`src/rtl/uart_rx.sv`:
```
// 8N1 UART receiver: 3-flop input synchronizer, mid-bit sampling and framing-error
// detection, with break handling that holds off start detection until the line returns high.
module uart_rx #(
    parameter logic [12:0] BAUD_CNT_MAX = 13'd5207
) (
    input  logic       sys_clk,
    input  logic       sys_rst_n,
    input  logic       rx,
    output logic [7:0] po_data,
    output logic       po_data_flag,
    output logic       frame_err
);

    typedef enum logic [2:0] {
        IDLE      = 3'd0,
        START     = 3'd1,
        DATA      = 3'd2,
        STOP      = 3'd3,
        WAIT_HIGH = 3'd4
    } state_t;

    localparam logic [12:0] BAUD_MID = BAUD_CNT_MAX / 13'd2;

    state_t      state_q;
    state_t      state_d;
    logic [2:0]  sync_q;
    logic        rx_s;
    logic        rx_prev;
    logic        start_cond;
    logic        mid;
    logic        frame_active;
    logic [12:0] baud_cnt;
    logic [2:0]  bit_idx;
    logic [7:0]  shift_q;

    // Flops reset to 1 so a reset release never looks like a falling edge.
    always_ff @(posedge sys_clk or negedge sys_rst_n) begin
        if (!sys_rst_n) begin
            sync_q  <= 3'b111;
            rx_prev <= 1'b1;
        end else begin
            sync_q  <= {sync_q[1:0], rx};
            rx_prev <= rx_s;
        end
    end

    assign rx_s         = sync_q[2];
    assign start_cond   = rx_prev & ~rx_s;
    assign mid          = (baud_cnt == BAUD_MID);
    assign frame_active = (state_q == START) || (state_q == DATA) || (state_q == STOP);

    always_ff @(posedge sys_clk or negedge sys_rst_n) begin
        if (!sys_rst_n) begin
            state_q <= IDLE;
        end else begin
            state_q <= state_d;
        end
    end

    always_comb begin
        state_d = state_q;
        case (state_q)
            IDLE:      if (start_cond) state_d = START;
            START:     if (mid) state_d = rx_s ? IDLE : DATA;
            DATA:      if (mid && (bit_idx == 3'd7)) state_d = STOP;
            STOP:      if (mid) state_d = rx_s ? IDLE : WAIT_HIGH;
            WAIT_HIGH: if (rx_s) state_d = IDLE;
            default:   state_d = IDLE;
        endcase
    end

    always_ff @(posedge sys_clk or negedge sys_rst_n) begin
        if (!sys_rst_n) begin
            baud_cnt <= 13'd0;
        end else if (!frame_active || (baud_cnt == BAUD_CNT_MAX)) begin
            baud_cnt <= 13'd0;
        end else begin
            baud_cnt <= baud_cnt + 13'd1;
        end
    end

    always_ff @(posedge sys_clk or negedge sys_rst_n) begin
        if (!sys_rst_n) begin
            bit_idx <= 3'd0;
            shift_q <= 8'h00;
        end else if (state_q != DATA) begin
            bit_idx <= 3'd0;
        end else if (mid) begin
            bit_idx <= bit_idx + 3'd1;
            shift_q <= {rx_s, shift_q[7:1]};
        end
    end

    // Outputs are registered off the stop-bit mid-sample.
    always_ff @(posedge sys_clk or negedge sys_rst_n) begin
        if (!sys_rst_n) begin
            po_data      <= 8'h00;
            po_data_flag <= 1'b0;
            frame_err    <= 1'b0;
        end else begin
            po_data_flag <= (state_q == STOP) && mid && rx_s;
            frame_err    <= (state_q == STOP) && mid && !rx_s;
            if ((state_q == STOP) && mid && rx_s) begin
                po_data <= shift_q;
            end
        end
    end

endmodule

```
`config.mk`:
```
export PLATFORM = sky130hd
export DESIGN_NAME = uart_rx
export DESIGN_NICKNAME = d
export VERILOG_FILES = /design/src/rtl/uart_rx.sv
export SDC_FILE = /design/constraint.sdc
export NUM_CORES = 1
export LEC_CHECK = 0
export ABC_AREA = 0
export CELL_PAD_IN_SITES_DETAIL_PLACEMENT = 1
export CELL_PAD_IN_SITES_GLOBAL_PLACEMENT = 2
export CORE_ASPECT_RATIO = 1.75
export CORE_UTILIZATION = 42
export DETAILED_ROUTE_END_ITERATION = 6
export HOLD_SLACK_MARGIN = 0.06
export PLACE_DENSITY_LB_ADDON = 0.1
export SYNTH_ARGS = -nofsm -noshare
export SYNTH_HDL_FRONTEND = slang
export SYNTH_SLANG_ARGS = --single-unit
```
`constraint.sdc`:
```
create_clock -name sys_clk -period 4.2 [get_ports sys_clk]
set_input_delay 0.42 -clock sys_clk [delete_from_list [all_inputs] [get_ports sys_clk]]
set_output_delay 0.42 -clock sys_clk [all_outputs]
set_load 0.01 [all_outputs]
```
Yosys cells after proc, flatten, opt, wreduce, memory -nomap -nowiden

Cells that the tools add are included.

$add $sub $neg: 2
Equality and inequality tests: 13
Muxes and demuxes: 11
Bitwise operators: 3
Reduce and logical (&&, ||, !) cells: 13

Operators with widths:

| kind                                                                     | count |
|---|---|
| 3-bit two-way mux                                                        | 8 |
| 3-bit case mux with 5 select lines                                       | 1 |
| 13-bit by 1-bit adder with 13-bit output (second input constant)         | 1 |
| 13-bit by 12-bit equality test with 1-bit output (second input constant) | 1 |
| 13-bit equality test (second input constant)                             | 1 |
| 13-bit two-way mux                                                       | 1 |
| 2-bit inequality test (second input constant)                            | 4 |
| 3-bit by 2-bit equality test with 1-bit output (second input constant)   | 2 |
| 3-bit equality test (second input constant)                              | 2 |
| 5-bit AND reduction                                                      | 1 |
| 1-bit logical AND                                                        | 4 |
| 3-bit by 1-bit adder with 3-bit output (second input constant)           | 1 |
| 3-bit by 1-bit equality test with 1-bit output (second input constant)   | 1 |
| 3-bit logical NOT                                                        | 1 |
| 1-bit logical OR                                                         | 3 |
| 3-bit by 2-bit inequality test with 1-bit output (second input constant) | 1 |
| 1-bit logical NOT                                                        | 2 |
| 2-bit two-way mux                                                        | 1 |
| 2-bit by 1-bit inequality test with 1-bit output (second input constant) | 1 |
| 1-bit NOT                                                                | 2 |
| 2-bit AND reduction                                                      | 1 |
| 2-bit nonzero test                                                       | 1 |
| 1-bit bitwise AND                                                        | 1 |

Register bits: 41
Input bits: 3
Output and inout port bits: 10
Word-level logic and storage cells: 51

Logic depth before layout (Yosys ltp)

Depth in word-level cells: 6
Gate-level depth with buffers: 6
Gate-level depth less buffers: 5

Worst setup path after synthesis

OpenSTA, ideal clock, no wires.

Path kind: register -> register
Start: reg baud_cnt[0]
End: reg state_q[1]
Arrival: 1.539 ns
Data required time: 4.075 ns
Slack: 2.536 ns
Cell stages (with the launch flop): 7
Path buffers: 1
Period minus slack after synthesis: 1.664 ns
Cell sequence: dfrtp_1 > ha_1 > and4bb_1 > and3_1 > buf_4 > nand2_1 > mux2_4

Word-level cells in the longest chain between the ends: 4
Elaborated cells on any way between the ends: 6
Those cells by class: 4 x eq/ne; 2 x reduce/logical

RTL lines:

| item                                                       | RTL line | RTL |
|---|---|---|
| from (decl)                                                | 32       | `logic [12:0] baud_cnt;` |
| from (signal assigned)                                     | 78       | `baud_cnt <= baud_cnt + 13'd1;` |
| 13-bit by 12-bit equality test with 1-bit output *         | 49       | `assign mid = (baud_cnt == BAUD_MID);` |
| 1-bit logical AND                                          | 65       | `DATA: if (mid && (bit_idx == 3'd7)) state_d = STOP;` |
| 2-bit by 1-bit inequality test with 1-bit output (no line) | n/a      |  |
| 5-bit AND reduction (no line) *                            | n/a      |  |
| to (signal assigned)                                       | 56       | `state_q <= state_d;` |
| to (decl)                                                  | 24       | `state_t state_q;` |

Every way passes the cells marked *; elsewhere a longest branch is shown, timed or not.
A chain may end at the register's enable or synchronous reset.

Worst setup path in the final report

Start: reg baud_cnt[0]
End: reg baud_cnt[4]

Word-level cells in the longest chain between the ends: 3
Elaborated cells on any way between the ends: 4
Those cells by class: 1 x add/sub; 1 x eq/ne; 1 x mux; 1 x reduce/logical

RTL lines:

| item                                                                                             | RTL line | RTL |
|---|---|---|
| parallel branches: the longest is 2 deep, another holds 13-bit by 1-bit adder with 13-bit output | n/a      |  |
| 13-bit two-way mux *                                                                             | 75       | `end else if (!frame_active \|\| (baud_cnt == BAUD_CNT_MAX)) begin` |

Mark *: on every way between the ends.

==> qor.csv <==
stage;metric;value;unit
worst_setup_path;critPathTopFamily;simple AND/OR/NAND/NOR gates;
power;p_per_area;446.5;nW/um2
routing;antenna_left;0;
power;ir_drop;267.5;uV
routing;drtPass1Iterations;4;
final_layout;design_area;2072;um2
worst_setup_path;cp.arrival;2110;ps
synthesis;postSynthAreaPerCell;12.36;um2
synthesis;synth_edf_count;0;
synthesis;ys_top_cells_by_area;dfrtp_1, mux2_2, dfstp_2;
place;io_buffers;12;
worst_setup_path;worstSetupPathType;flip-flop to flip-flop;
clock_tree;post_cts_buffers;0;
synthesis;synth-seq-cells;41;
routing;viasPerCell;5.431;
routing;wirelength;3.626;mm
power;leakagePower;0.8905;nW
clock_tree;clock_latency;290;ps
floorplan;die_area;4572;um2
sta;rsz0062_at_grt;false;
clock_tree;cts_root_buf;clkbuf_8;
synthesis;syn_inst;146;
synthesis;synth_most_common_cell;dfrtp_1;
global_routing;grt_remaining_overflow;0;
clock_tree;clk_pin_slew;80;ps
place;dpl_cell_area;1956;um2
worst_setup_path;start_kind;flip-flop;
sta;tns;0;ps
sta;setup_viol;0;
global_routing;grt_use_total;0.1867;
synthesis;synth_fp_nets;152;
worst_setup_path;setup.worst_path.start;baud_cnt[0];
sta;post-route-period-util;0.4670;
routing;via_count;1146;
synthesis;ys_types;32;
sta;worst_pin_slew;906.2;ps
clock_tree;cts_num_sinks;41;
place;dp_hpwl;2.642;mm
synthesis;async_reset_ff_frac;1.000;
clock_tree;ctsHoldBuffers;0;
worst_setup_path;path_buf_inv;0;
outcome;status;finished, final reports clean;
power;fin_total_pwr;925.0;uW
worst_setup_path;cp_slowest_cell;a311o_1;
floorplan;core;4111;um2
synthesis;yosys_warnings;0;
final_layout;fillCellCount;444;
worst_setup_path;critPathRequiredTime;4350;ps
global_routing;grt_max_degree;42;
synthesis;netlist_area;1804;um2
floorplan;start_util;0.4388;
clock_tree;cts_made_buffers;5;
worst_setup_path;crit_chain;ha_1 > nand3_2 > nor4b_1 > a311o_1 > nor2_1;
floorplan;die_h;88.71;um
worst_setup_path;reg2reg_from;baud_cnt[0];
final_layout;num_antenna_cells;0;
final_layout;nNetsFinal;167;
clock_tree;clock_path_buffers;2;
worst_setup_path;ff2ff_path_depth;5;
global_routing;grt_pass1_wl;6.065;mm
sta;fin_ws;2239;ps
sta;finClkSkew;4.577;ps
final_layout;syn_to_final_growth;14.84;%
clock_tree;cts-htree-levels;2;
floorplan;die_x;51.55;um
synthesis;yosysTopAreaCell;dfrtp_1;
floorplan;io_pins;13;
sta;max_freq;509.8;MHz
global_routing;first_global_vias;1219;
global_routing;antenna_found_initial;0;
synthesis;synth_top_area_share;0.5132;
clock_tree;post_cts_resized;0;
sta;slew_headroom;0.3959;
final_layout;drive_gt1_frac;0.2160;
sta;slew_violations;0;
synthesis;ys_seq_area_frac;0.5714;
routing;first_iter_violations;15;
worst_setup_path;cp_slowest_stage_delay;530;ps
worst_setup_path;end_kind;flip-flop;
worst_setup_path;rrSetupSlack;2240;ps
routing;wl_per_cell;17.18;um
sta;finalCriticalPeriod;1961;ps
job;maxCapViolations;0;
worst_setup_path;critical_path.max_fanout;12;
sta;final_hold_viol_count;0;
sta;whs;257.6;ps
synthesis;synthFlopType;dfrtp_1;
place;place_ws;2284;ps
routing;drc_errors;0;
floorplan;num_rows;31;
worst_setup_path;r2r_end;baud_cnt[4];
synthesis;netlist_top_cells_count;dfrtp_1, nor2_1, mux2_2;
clock_tree;cts_tree;yes;
place;place.gp.congestion;0.7830;
worst_hold_path;hp-class;primary input to asynchronous set/reset pin;
==> per-layer routing <==
layer / GRT usage / share of wire / routed length, um
met3: 0.04124 / 0.012 / 45
met2: 0.3436 / 0.58 / 2090
met1: 0.1947 / 0.39 / 1418
met5: 0 / 0 / 0
met4: 0.08845 / 0.020 / 72
==> state kept, by name, summed over array words and instances, names as in the netlist <==
register,cells
sync_q,3
shift_q,8
bit_idx,3
frame_err,1
po_data,8
rx_prev,1
baud_cnt,13
po_data_flag,1
state_q,3
==> through the flow <==
stage / util / instances
6_report: 0.5040 / 211
5_1_grt: 0.5040 / 211
4_1_cts: 0.5040 / 211
3_5_place_dp: 0.4757 / 203
3_3_place_gp: 0.4757 / 203
2_1_floorplan: - / 146
==> final cells by class <==
type | count | area (um2) | share of cell area
Sequential cell | 41 | 1031 | 0.4976
Multi-Input combinational cell | 99 | 740.7 | 0.3575
Timing Repair Buffer | 12 | 115.1 | 0.05556
Clock buffer | 7 | 86.33 | 0.04167
Tap cell | 49 | 61.31 | 0.02959
Clock inverter | 1 | 30.03 | 0.01449
Inverter | 2 | 7.507 | 0.003623
==> kinds of logic (layout without fill, tap and decap cells) <==
kind of cell,after synthesis,count (layout),synth area share
muxes,17,17,0.1082
AOI/OAI and AO/OA,6,6,0.02289
adders and majority gates,3,3,0.02081
buffers and inverters,6,22,0.01803
xor gates and xnor gates,12,12,0.05825
DFF,41,41,0.5714
and+or+nand+nor,61,61,0.2004
==> power breakdown <==
group          internal, mW  leakage (nW)  switching (mW)
Sequential            0.430         0.541          0.0652
Combinational        0.0460         0.291          0.0581
Clock                 0.194        0.0585           0.132
==> worst register-to-register path, stage by stage (launching register included) <==
cell	delay (ps)
dfrtp_1	420
ha_1	290
nand3_2	150
nor4b_1	310
a311o_1	530
nor2_1	120
==> worst max-delay path by stage <==
stage	to	slack (ps)	depth (start not counted)
5_1_grt	baud_cnt[10]	2060	5
2_1_floorplan	state_q[1]	2540	6
6_report	baud_cnt[4]	2240	5
4_1_cts	baud_cnt[4]	2250	5
3_5_place_dp	baud_cnt[5]	2280	5
3_3_place_gp	shift_q[6]	2370	5
==> placed cells by master (no fill, tap or decap), types with 2 or more instances in the layout <==
cell type | synthesis | routed
nand3_2 | 2 | 2
a21oi_1 | 3 | 3
and4_1 | 2 | 2
nor3_1 | 5 | 5
ha_1 | 3 | 3
nor4b_1 | 3 | 3
clkdlybuf4s50_1 | 0 | 11
dfrtp_1 | 37 | 37
xnor2_1 | 8 | 8
clkbuf_8 | 0 | 6
dfstp_2 | 4 | 4
mux2_2 | 16 | 16
inv_1 | 2 | 2
nor2_4 | 2 | 2
nand2_1 | 11 | 11
xor2_1 | 4 | 4
nand3_1 | 5 | 5
nand4_1 | 3 | 3
nor4_1 | 2 | 2
nor2_1 | 18 | 18
Note: power is estimated with default switching activity, not from simulation.
